<file path="src/rtl/trap_pkg.sv">
// trap_pkg: CSR map, cause codes, csr_op encodings and FSM/event enums shared by the trap controller
package trap_pkg;
  localparam logic [11:0] CSR_MSTATUS = 12'h300;
  localparam logic [11:0] CSR_MIE = 12'h304;
  localparam logic [11:0] CSR_MTVEC = 12'h305;
  localparam logic [11:0] CSR_MEPC = 12'h341;
  localparam logic [11:0] CSR_MCAUSE = 12'h342;
  localparam logic [11:0] CSR_MTVAL = 12'h343;
  localparam logic [11:0] CSR_MIP = 12'h344;
  localparam logic [1:0] CSR_OP_NOP = 2'b00;
  localparam logic [1:0] CSR_OP_WRITE = 2'b01;
  localparam logic [1:0] CSR_OP_SET = 2'b10;
  localparam logic [1:0] CSR_OP_CLEAR = 2'b11;
  localparam logic [4:0] CAUSE_ILLEGAL = 5'd2;
  localparam logic [4:0] CAUSE_LOAD_FAULT = 5'd5;
  localparam logic [4:0] CAUSE_STORE_FAULT = 5'd7;
  localparam logic [4:0] CAUSE_ECALL = 5'd11;
  localparam int IRQ_BASE = 16;
  localparam int MSTATUS_MIE_BIT = 3;
  localparam int MSTATUS_MPIE_BIT = 7;
  typedef enum logic [1:0] {ST_IDLE, ST_FLUSH, ST_COMMIT, ST_REDIRECT} state_t;
  typedef enum logic [1:0] {KIND_EXC, KIND_IRQ, KIND_MRET} kind_t;
endpackage

</file>
<file path="src/rtl/trap_csr_file.sv">
// trap_csr_file: machine trap CSR storage, combinational read mux, software writes and trap/mret commits
module trap_csr_file
  import trap_pkg::*;
#(
  parameter int XLEN = 32,
  parameter int NUM_IRQ = 4
) (
  input  logic               clk,
  input  logic               rst,
  input  logic               sw_we,
  input  logic [1:0]         sw_op,
  input  logic [11:0]        csr_addr,
  input  logic [XLEN-1:0]    sw_wdata,
  output logic [XLEN-1:0]    csr_rdata,
  input  logic [NUM_IRQ-1:0] irq_sync,
  input  logic               trap_commit,
  input  logic               mret_commit,
  input  logic [XLEN-1:0]    trap_mepc,
  input  logic [XLEN-1:0]    trap_mcause,
  input  logic [XLEN-1:0]    trap_mtval,
  output logic               mstatus_mie,
  output logic [NUM_IRQ-1:0] irq_enabled,
  output logic [XLEN-1:0]    mtvec,
  output logic [XLEN-1:0]    mepc
);
  logic st_mie_q, st_mie_d, st_mpie_q, st_mpie_d;
  logic [XLEN-1:0] mie_q, mie_d, mtvec_q, mtvec_d, mepc_q, mepc_d;
  logic [XLEN-1:0] mcause_q, mcause_d, mtval_q, mtval_d;
  logic [XLEN-1:0] mstatus, mip, wr;
  logic wr_mstatus, wr_mie, wr_mtvec, wr_mepc, wr_mcause, wr_mtval;

  function automatic logic [XLEN-1:0] csr_apply(input logic [1:0] op, input logic [XLEN-1:0] old, input logic [XLEN-1:0] wd);
    return op == CSR_OP_WRITE ? wd : op == CSR_OP_SET ? old | wd : op == CSR_OP_CLEAR ? old & ~wd : old;
  endfunction

  always_comb begin
    mstatus = '0;
    mstatus[12:11] = 2'b11;
    mstatus[MSTATUS_MPIE_BIT] = st_mpie_q;
    mstatus[MSTATUS_MIE_BIT] = st_mie_q;
    mip = '0;
    mip[IRQ_BASE +: NUM_IRQ] = irq_sync;
    csr_rdata = csr_addr == CSR_MSTATUS ? mstatus :
                csr_addr == CSR_MIE ? mie_q :
                csr_addr == CSR_MTVEC ? mtvec_q :
                csr_addr == CSR_MEPC ? mepc_q :
                csr_addr == CSR_MCAUSE ? mcause_q :
                csr_addr == CSR_MTVAL ? mtval_q :
                csr_addr == CSR_MIP ? mip : '0;
    wr = csr_apply(sw_op, csr_rdata, sw_wdata);
    wr_mstatus = sw_we && csr_addr == CSR_MSTATUS;
    wr_mie = sw_we && csr_addr == CSR_MIE;
    wr_mtvec = sw_we && csr_addr == CSR_MTVEC;
    wr_mepc = sw_we && csr_addr == CSR_MEPC;
    wr_mcause = sw_we && csr_addr == CSR_MCAUSE;
    wr_mtval = sw_we && csr_addr == CSR_MTVAL;
    st_mie_d = trap_commit ? 1'b0 : mret_commit ? st_mpie_q : wr_mstatus ? wr[MSTATUS_MIE_BIT] : st_mie_q;
    st_mpie_d = trap_commit ? st_mie_q : mret_commit ? 1'b1 : wr_mstatus ? wr[MSTATUS_MPIE_BIT] : st_mpie_q;
    mie_d = wr_mie ? wr : mie_q;
    mtvec_d = wr_mtvec ? wr : mtvec_q;
    mepc_d = trap_commit ? trap_mepc & ~XLEN'(3) : wr_mepc ? wr & ~XLEN'(3) : mepc_q;
    mcause_d = trap_commit ? trap_mcause : wr_mcause ? wr : mcause_q;
    mtval_d = trap_commit ? trap_mtval : wr_mtval ? wr : mtval_q;
    mstatus_mie = st_mie_q;
    irq_enabled = irq_sync & mie_q[IRQ_BASE +: NUM_IRQ];
    mtvec = mtvec_q;
    mepc = mepc_q;
  end

  always_ff @(posedge clk or posedge rst) begin
    if (rst) begin
      st_mie_q <= 1'b0;
      st_mpie_q <= 1'b0;
      mie_q <= '0;
      mtvec_q <= '0;
      mepc_q <= '0;
      mcause_q <= '0;
      mtval_q <= '0;
    end else begin
      st_mie_q <= st_mie_d;
      st_mpie_q <= st_mpie_d;
      mie_q <= mie_d;
      mtvec_q <= mtvec_d;
      mepc_q <= mepc_d;
      mcause_q <= mcause_d;
      mtval_q <= mtval_d;
    end
  end
endmodule

</file>
<file path="src/rtl/trap_controller.sv">
// trap_controller: irq synchroniser, event arbitration and IDLE/FLUSH/COMMIT/REDIRECT trap sequencer
module trap_controller
  import trap_pkg::*;
#(
  parameter int XLEN = 32,
  parameter int NUM_IRQ = 4,
  parameter int SYNC_STAGES = 2
) (
  input  logic               clk,
  input  logic               rst,
  input  logic               csr_we,
  input  logic [1:0]         csr_op,
  input  logic [11:0]        csr_addr,
  input  logic [XLEN-1:0]    csr_wdata,
  output logic [XLEN-1:0]    csr_rdata,
  input  logic [NUM_IRQ-1:0] irq,
  input  logic               exc_illegal,
  input  logic               exc_ecall,
  input  logic               exc_load_fault,
  input  logic               exc_store_fault,
  input  logic [XLEN-1:0]    exc_tval,
  input  logic               mret,
  input  logic [XLEN-1:0]    epc_cur,
  input  logic [XLEN-1:0]    epc_next,
  output logic               flush,
  output logic               busy,
  output logic               redirect,
  output logic [XLEN-1:0]    redirect_pc
);
  logic [SYNC_STAGES-1:0][NUM_IRQ-1:0] sync_q, sync_d;
  state_t state_q, state_d;
  kind_t kind_q, kind_d;
  logic [XLEN-1:0] cause_q, cause_d, epc_q, epc_d, tval_q, tval_d;
  logic [XLEN-1:0] mtvec, mepc, base, target;
  logic [NUM_IRQ-1:0] irq_enabled;
  logic [4:0] irq_code;
  logic mstatus_mie, idle, any_exc, irq_pend, accept, sw_we, trap_commit, mret_commit;

  always_comb begin
    sync_d = {sync_q[SYNC_STAGES-2:0], irq};
    irq_code = 5'(IRQ_BASE);
    for (int i = NUM_IRQ - 1; i >= 0; i--)
      if (irq_enabled[i]) irq_code = 5'(IRQ_BASE + i);
    idle = state_q == ST_IDLE;
    any_exc = exc_illegal | exc_ecall | exc_load_fault | exc_store_fault;
    irq_pend = mstatus_mie & |irq_enabled;
    accept = idle & (any_exc | mret | irq_pend);
    sw_we = csr_we & idle & ~accept;
    kind_d = !accept ? kind_q : any_exc ? KIND_EXC : mret ? KIND_MRET : KIND_IRQ;
    cause_d = !accept ? cause_q :
              exc_illegal ? XLEN'(CAUSE_ILLEGAL) :
              exc_ecall ? XLEN'(CAUSE_ECALL) :
              exc_load_fault ? XLEN'(CAUSE_LOAD_FAULT) :
              exc_store_fault ? XLEN'(CAUSE_STORE_FAULT) :
              mret ? cause_q : {1'b1, (XLEN-1)'(irq_code)};
    epc_d = !accept ? epc_q : (any_exc ? epc_cur : epc_next) & ~XLEN'(3);
    tval_d = !accept ? tval_q :
             exc_illegal ? epc_cur :
             exc_ecall ? XLEN'(0) :
             (exc_load_fault | exc_store_fault) ? exc_tval : XLEN'(0);
    state_d = idle ? (accept ? ST_FLUSH : ST_IDLE) :
              state_q == ST_FLUSH ? ST_COMMIT :
              state_q == ST_COMMIT ? ST_REDIRECT : ST_IDLE;
    trap_commit = state_q == ST_COMMIT && kind_q != KIND_MRET;
    mret_commit = state_q == ST_COMMIT && kind_q == KIND_MRET;
    base = {mtvec[XLEN-1:2], 2'b00};
    target = kind_q == KIND_MRET ? mepc :
             kind_q == KIND_IRQ && mtvec[1:0] == 2'b01 ? base + {cause_q[XLEN-3:0], 2'b00} : base;
    flush = state_q == ST_FLUSH;
    busy = !idle;
    redirect = state_q == ST_REDIRECT;
    redirect_pc = redirect ? target : '0;
  end

  always_ff @(posedge clk or posedge rst) begin
    if (rst) begin
      sync_q <= '0;
      state_q <= ST_IDLE;
      kind_q <= KIND_EXC;
      cause_q <= '0;
      epc_q <= '0;
      tval_q <= '0;
    end else begin
      sync_q <= sync_d;
      state_q <= state_d;
      kind_q <= kind_d;
      cause_q <= cause_d;
      epc_q <= epc_d;
      tval_q <= tval_d;
    end
  end

  trap_csr_file #(.XLEN(XLEN), .NUM_IRQ(NUM_IRQ)) u_csr (
    .clk         (clk),
    .rst         (rst),
    .sw_we       (sw_we),
    .sw_op       (csr_op),
    .csr_addr    (csr_addr),
    .sw_wdata    (csr_wdata),
    .csr_rdata   (csr_rdata),
    .irq_sync    (sync_q[SYNC_STAGES-1]),
    .trap_commit (trap_commit),
    .mret_commit (mret_commit),
    .trap_mepc   (epc_q),
    .trap_mcause (cause_q),
    .trap_mtval  (tval_q),
    .mstatus_mie (mstatus_mie),
    .irq_enabled (irq_enabled),
    .mtvec       (mtvec),
    .mepc        (mepc)
  );
endmodule

</file>
<file path="config.mk">
export PLATFORM = sky130hd
export DESIGN_NAME = trap_controller
export DESIGN_NICKNAME = d
export VERILOG_FILES = /design/src/rtl/trap_pkg.sv /design/src/rtl/trap_csr_file.sv /design/src/rtl/trap_controller.sv
export SDC_FILE = /design/constraint.sdc
export NUM_CORES = 1
export LEC_CHECK = 0
export BUFFER_PORTS_ARGS = -buffer_cell sky130_fd_sc_hd__buf_2
export CAP_MARGIN = 5
export CORE_MARGIN = 4
export CORE_UTILIZATION = 55
export CTS_CLUSTER_SIZE = 40
export DETAILED_ROUTE_END_ITERATION = 16
export PLACE_DENSITY = 0.78
export SLEW_MARGIN = 20
export SYNTH_ARGS = -nofsm -noshare
export SYNTH_HDL_FRONTEND = slang
export SYNTH_SLANG_ARGS = --single-unit
</file>
<file path="constraint.sdc">
create_clock -name clk -period 11.7 [get_ports clk]
set_clock_uncertainty 0.15 [all_clocks]
set_input_delay 2.925 -clock clk [delete_from_list [all_inputs] [get_ports clk]]
set_output_delay 2.925 -clock clk [all_outputs]
set_load 0.05 [all_outputs]
</file>
==> results.py, run 1 <==
metrics = {
    "cells_and_area": {
        "nets": 1900,
        "final_cells": 2085,
        "areaGrowthSynthToFinish_pct": 14.4,
        "final_common_cell": "dfrtp_1",
        "n_antenna_cell": 0,
        "most-common-layout-cells": "239 x dfrtp_1, 216 x buf_2, 190 x nand2_1",
        "layout-drive-gt1-share_pct": 19.8,
        "final_area_sq_um": 16200,
        "final_util_pct": 64.0,
    },
    "cts": {
        "numCtsBuffers": 25,
        "postCtsSetupRepairBufs": 0,
        "clockBufferDepth": 3,
        "root_buffer": "clkbuf_16",
        "ctsResizeCount": 0,
        "cts_hold_buf": 0,
        "clock_latency_ns": 0.55,
        "cts_sinks": 239,
        "cts_tree": "built",
        "htree_num_levels": 1,
        "clk_pin_slew_worst_paths_ns": 0.07,
    },
    "synth": {
        "yosys_warnings": 0,
        "synthMuxAreaShare_pct": 1.44,
        "synth_edf_count": 0,
        "synthArstFlopShare_pct": 100,
        "synthCells": 1605,
        "synth_fa_ha_area_share_pct": 0.939,
        "synth_xor_area_share_pct": 3.41,
        "yosysSeqAreaShare_pct": 42.4,
        "syn-mean-instance-area_sq_um": 8.80,
        "synth_top_cell_by_area": "dfrtp_1",
        "synth_cell_types": 87,
        "yosys-top-cells-area": "dfrtp_1 42%, o21ai_0 5.4%, nand2_1 5.1%",
        "synth-compound-area-share_pct": 26.4,
        "yosys.area_share.simple_pct": 20.9,
        "synth_top_area_share_pct": 42.4,
        "synth-seq-cells": 239,
        "syn_area_sq_um": 14100,
        "ys.flop_type": "dfrtp_1",
        "synth_top_family_by_area": "compound AO/OA/AOI/OAI gates",
    },
    "detailed_routing": {
        "vias": 13800,
        "drtAntennaViolNets": 0,
        "wl_met1_microns": 20600,
        "met3_length_microns": 6980,
        "dr.first_iter.drc_count": 2213,
        "wl_microns": 48500,
        "vias_per_cell": 6.62,
        "drc": 0,
        "wl_per_cell_microns": 23.3,
        "highest-signal-layer": "met4",
        "firstDrtPassIters": 6,
        "wl_met2_microns": 20000,
    },
    "sta": {
        "clock.fmax_mhz": 116,
        "setup_tns_ns": 0,
        "relSlewSlack_pct": 27.3,
        "min_period_over_period_pct": 73.7,
        "setup_violations": 0,
        "rsz0062_at_grt": "false",
        "slew_viol_final": 0,
        "hold_viol": 0,
        "fin_crit_ns": 8.62,
        "tightest_slew_ns": 1.09,
        "worst_slack_ns": 3.08,
    },
    "power_and_ir_drop": {
        "power.switching_mw": 1.17,
        "p_leak_nw": 7.24,
        "p_per_area_nw_per_um2": 192,
        "ir_worst_vdd_mv": 0.155,
        "power_frac_clock_pct": 27.9,
        "switching_share_pct": 37.8,
        "p_int_mw": 1.93,
        "power_frac_seq_pct": 41.9,
        "pwr-share-comb_pct": 30.2,
    },
    "grt": {
        "grt_pass1_wl_microns": 74200,
        "gr-total-overflow": 0,
        "grt_max_degree": 107,
        "antenna_found_initial": 1,
        "grt_pass1_vias": 12500,
        "grt_usage_pct": 32.9,
    },
    "critical_path": {
        "cp-start-kind": "primary input",
        "regToRegSetupSlack_ns": 8.59,
        "path_class": "primary input to primary output",
        "slowest_delay_ns": 0.59,
        "critical_path_peak_fanout": 48,
        "crit_top_cell": "buf_2",
        "end_kind": "primary output",
        "worstPathArrival_ns": 5.54,
        "crit_slowest_cell": "nor2_4",
        "critical_path_required_ns": 8.63,
        "path_cells": "buf_2 > buf_4 > or3b_2 > nor2_4 > a22o_1 > a211oi_1 > o21ai_0 > buf_2",
    },
    "placed_design": {
        "post-place-ws_ns": 2.81,
        "gp_congestion": 0.981,
        "hpwlAfterDp_microns": 34000,
        "place_area_sq_um": 15200,
        "port_buffers": 216,
        "place_inst": 2038,
    },
    "floorplanning": {
        "core_sq_um": 25300,
        "dieArea_sq_um": 28300,
        "die_w_microns": 168,
        "ioPinCount": 221,
        "start_util_pct": 55.9,
        "rows": 58,
        "die_h_microns": 168,
    },
    "job": {
        "cap_viol_max_count": 0,
    },
    "status": {
        "status": "finished clean",
    },
    "hold_path": {
        "min-delay-path-class": "flip-flop to flip-flop",
    },
}
==> critical path: cells and delay by family <==
kind | cells | cell delay, ns
buffers and inverters | 3 | 0.85
AOI/OAI and AO/OA | 3 | 0.60
and+or+nand+nor | 2 | 1.13
==> state kept, by name (all words and copies together) (netlist names) <==
register / flops
u_csr.mie_q: 32
tval_q: 32
u_csr.mtvec: 32
u_csr.mtval_q: 32
cause_q: 5
u_csr.st_mpie_q: 1
sync_d: 4
epc_q: 30
u_csr.mstatus_mie: 1
kind_q: 2
state_q: 2
sync_q: 4
u_csr.mepc: 30
u_csr.mcause_q: 32
==> area by class of cell <==
class | count | area (sq um)
Fill cell | 2117 | 9100
Sequential cell | 239 | 5980
Clock buffer | 32 | 662
Timing Repair Buffer | 239 | 1270
Multi-Input combinational cell | 1215 | 7540
Clock inverter | 14 | 219
Tap cell | 330 | 413
Inverter | 16 | 67.6
==> power by group through the flow <==
| stage | combinational, mW | clock, mW | sequential, mW |
|---|---|---|---|
| CTS | 0.922 | 0.870 | 1.27 |
| detailed placement | 0.911 | 0 | 1.29 |
| global placement | 0.879 | 0 | 1.28 |
| finish | 0.935 | 0.866 | 1.30 |
| floorplan | 0.715 | 0 | 1.15 |
| global route | 1.03 | 0.907 | 1.30 |
==> Yosys cell counts, types with 18 or more instances <==
master,count
dfrtp_1,239
nand2_1,191
o21ai_0,152
a21oi_1,139
clkbuf_1,95
nor2_1,91
and3_1,89
a31oi_1,41
nand3_1,39
xor2_1,37
a221o_1,35
nand2b_1,34
a22oi_1,32
buf_2,26
o21ai_1,24
and2_1,23
a32o_1,22
o2bb2ai_1,22
o22ai_2,18
xnor2_1,18
==> through the flow <==
stage / power, mW / hold slack (ns)
after floorplan: 1.87 / 0.181
after detailed placement: 2.20 / 0.186
after global routing: 3.25 / 0.194
after global placement: 2.16 / 0.186
after CTS: 3.07 / 0.189
final: 3.10 / 0.186
==> per-layer routing <==
layer | up-vias | GRT usage (%)
li1 | 6149 | -
met1 | 6603 | 51.9
met2 | 959 | 45.3
met3 | 92 | 8.95
met4 | 0 | 6.39
met5 | - | 0
==> final timing paths <==
path,start,to,cells after the start
max in group asynchronous,rst,u_csr.mie_q[28],3
worst min-delay path,sync_d[6],sync_q[6],0
worst max register to register,state_q[0],u_csr.mtvec[2],6
worst max-delay path,csr_addr[0],csr_rdata[7],8
worst min register to register,sync_d[6],sync_q[6],0
min in group asynchronous,rst,cause_q[3],2
==> logic make-up (layout without fill, tap and decap cells) <==
kind of cell	count (synthesis)	after routing
buf+inv	152	301
compound gates	565	565
other cells	1	2
flops	239	239
simple gates	564	564
xor+xnor	55	55
fa+ha+maj	10	10
mux	19	19
Power figures use the tool's default switching activity.
==> inputs of run 2 (changes only) <==
ABC_AREA = 1   (was default)
CORE_UTILIZATION = 53   (was 55)
clock period = 7.5 ns   (was 11.7 ns; I/O delays follow)
==> results.py, run 2 <==
metrics = {
    "hold_path": {
        "whs_endpoint": "sync_q[4]",
        "min-delay-path-class": "flip-flop to flip-flop",
        "whs_path_depth": 0,
        "hp-start": "sync_d[4]",
    },
    "power_and_ir_drop": {
        "switching_share_pct": 42.9,
        "power.switching_mw": 2.37,
        "power_frac_clock_pct": 25.3,
        "p_per_area_nw_per_um2": 332,
        "pwr-share-comb_pct": 37.1,
        "p_int_mw": 3.15,
        "power_frac_seq_pct": 37.6,
        "p_leak_nw": 8.92,
        "ir_worst_vdd_mv": 0.223,
    },
    "synth": {
        "synth_edf_count": 0,
        "yosysSeqAreaShare_pct": 41.1,
        "synth_common_cells": "664 x nand2_1, 239 x dfrtp_1, 229 x inv_1",
        "synthCells": 2096,
        "synth_top_cell_by_area": "dfrtp_1",
        "yosys_warnings": 0,
        "ys.flop_type": "dfrtp_1",
        "synth-seq-cells": 239,
        "yosys-top-cells-area": "dfrtp_1 41%, nand2_1 17%, nand3_1 7.7%",
        "yosysMostFrequentCell": "nand2_1",
        "synth_cell_types": 46,
        "synthArstFlopShare_pct": 100,
        "syn-mean-instance-area_sq_um": 6.95,
        "syn_area_sq_um": 14600,
        "synth_top_area_share_pct": 41.1,
    },
    "cells_and_area": {
        "nets": 2404,
        "most-common-layout-cells": "663 x nand2_1, 239 x dfrtp_1, 226 x inv_1",
        "n_antenna_cell": 0,
        "final_area_sq_um": 16600,
        "layout-drive-gt1-share_pct": 15.1,
        "final_common_cell": "nand2_1",
        "areaGrowthSynthToFinish_pct": 14.2,
    },
    "sta": {
        "relSlewSlack_pct": 23.0,
        "hold_viol": 0,
        "min_period_over_period_pct": 84.2,
        "setup_tns_ns": 0,
        "slew_viol_final": 0,
        "fin_crit_ns": 6.32,
        "tightest_slew_ns": 1.15,
        "clock.fmax_mhz": 158,
        "setup_violations": 0,
        "rsz0062_at_grt": "false",
    },
    "critical_path": {
        "end_kind": "primary output",
        "path_class": "primary input to primary output",
        "path_cells": "buf_2 > inv_2 > nand2_1 > nor2_4 > nand3_2 > nand2_4 > inv_2 > nand3_1 > o2111ai_1 > o21ai_0 > buf_2",
        "crit_family": "simple AND/OR/NAND/NOR gates",
        "cp-start-kind": "primary input",
        "worst-path-buf-inv": 4,
        "slowest_delay_ns": 0.41,
        "critical_path_peak_fanout": 24,
        "worstPathArrival_ns": 4.29,
        "critical_path_required_ns": 5.48,
        "regToRegSetupSlack_ns": 3.77,
        "rr_worst_depth": 13,
        "timing.rr.start": "state_q[0]",
        "crit_slowest_cell": "nand3_2",
        "worstSetupStartpoint": "csr_addr[1]",
        "timing.rr.end": "u_csr.mtval_q[25]",
    },
    "detailed_routing": {
        "vias_per_cell": 5.94,
        "wl_per_cell_microns": 21.0,
        "dr.first_iter.drc_count": 2136,
        "firstDrtPassIters": 6,
        "wl_microns": 54600,
        "drc": 0,
        "vias": 15500,
        "drtAntennaViolNets": 0,
    },
    "grt": {
        "antenna_found_initial": 1,
        "grt_max_degree": 149,
        "grt_pass1_wl_microns": 83600,
        "grt_pass1_vias": 14100,
        "grt_usage_pct": 34.9,
        "gr-total-overflow": 0,
    },
    "cts": {
        "clk_pin_slew_worst_paths_ns": 0.06,
        "clock_latency_ns": 0.55,
        "numCtsBuffers": 27,
        "root_buffer": "clkbuf_16",
        "postCtsSetupRepairBufs": 0,
        "cts_hold_buf": 0,
        "cts_sinks": 239,
        "htree_num_levels": 1,
        "cts_tree": "built",
        "clockBufferDepth": 3,
        "ctsResizeCount": 0,
    },
    "floorplanning": {
        "core_sq_um": 27000,
        "ioPinCount": 221,
        "die_h_microns": 174,
        "rows": 60,
        "start_util_pct": 53.9,
        "dieArea_sq_um": 30200,
        "die_w_microns": 174,
    },
    "placed_design": {
        "hpwlAfterDp_microns": 39700,
        "place_area_sq_um": 15700,
        "port_buffers": 216,
        "gp_congestion": 1.01,
    },
    "job": {
        "cap_viol_max_count": 0,
    },
    "status": {
        "status": "finished clean",
    },
}
==> run 2: final cells by class <==
type                    instances  area [sq um]
well taps                     341           427
clock inverters                15           170
repair buffers                238          1260
multi-input cells            1491          7120
flip-flops and latches        239          5980
inverters                     243           917
fillers                      2552         10400
clock buffers                  35           766
==> run 2: worst reg2reg max path, stage by stage, from the launching register on <==
cell and delay [ns]:
dfrtp_1 0.38, inv_1 0.08, ha_1 0.24, inv_1 0.15, nor2_4 0.05, buf_4 0.33
inv_2 0.41, buf_4 0.76, o21ai_2 0.21, inv_2 0.49, nand2_1 0.11, o21ai_0 0.12
inv_1 0.08, nand2_1 0.07
==> run 2: metal layers <==
metal,up-vias,GRT usage [%],share of wire (%)
met5,-,0,0
met3,93,10.1,14
met4,0,7.19,2.2
met2,1013,48.7,41
met1,7208,54.0,43
li1,7154,-,-
==> run 2: how the worst max path moves through the flow <==
stage	endpoint	slack (ns)	cells past startpoint
2_1_floorplan	csr_rdata[26]	1.48	7
3_3_place_gp	csr_rdata[31]	1.38	11
3_5_place_dp	csr_rdata[31]	1.36	11
4_1_cts	csr_rdata[31]	1.36	11
5_1_grt	csr_rdata[31]	1.16	11
6_report	csr_rdata[31]	1.18	11
==> run 2: power groups by stage <==
stage | clock network (mW) | registers, mW | logic, mW
2_1_floorplan | 0 | 1.92 | 1.53
3_3_place_gp | 0 | 2.05 | 1.96
3_5_place_dp | 0 | 2.07 | 2.01
6_report | 1.40 | 2.07 | 2.05
5_1_grt | 1.46 | 2.10 | 2.26
4_1_cts | 1.40 | 2.05 | 2.02
==> run 2: through the flow <==
step / power (mW) / util, % / setup slack [ns] / cells / hold slack, ns
2_1_floorplan: 3.45 / - / 1.48 / 2097 / 0.181
3_3_place_gp: 4.02 / 58.1 / 1.38 / 2552 / 0.185
3_5_place_dp: 4.09 / 58.1 / 1.36 / 2552 / 0.185
4_1_cts: 5.48 / 61.6 / 1.36 / 2602 / 0.198
5_1_grt: 5.82 / 61.6 / 1.16 / 2602 / 0.208
6_report: 5.52 / 61.6 / 1.18 / 2602 / 0.197
==> run 2: cell families after synthesis <==
family | Yosys count | share of synthesized area [%]
other | 1 | 0.0258
AOI/OAI and AO/OA | 412 | 16.6
adders and majority gates | 10 | 0.911
DFF | 239 | 41.1
and+or+nand+nor | 1058 | 30.6
buffers and inverters | 367 | 10.2
xor gates and xnor gates | 9 | 0.541
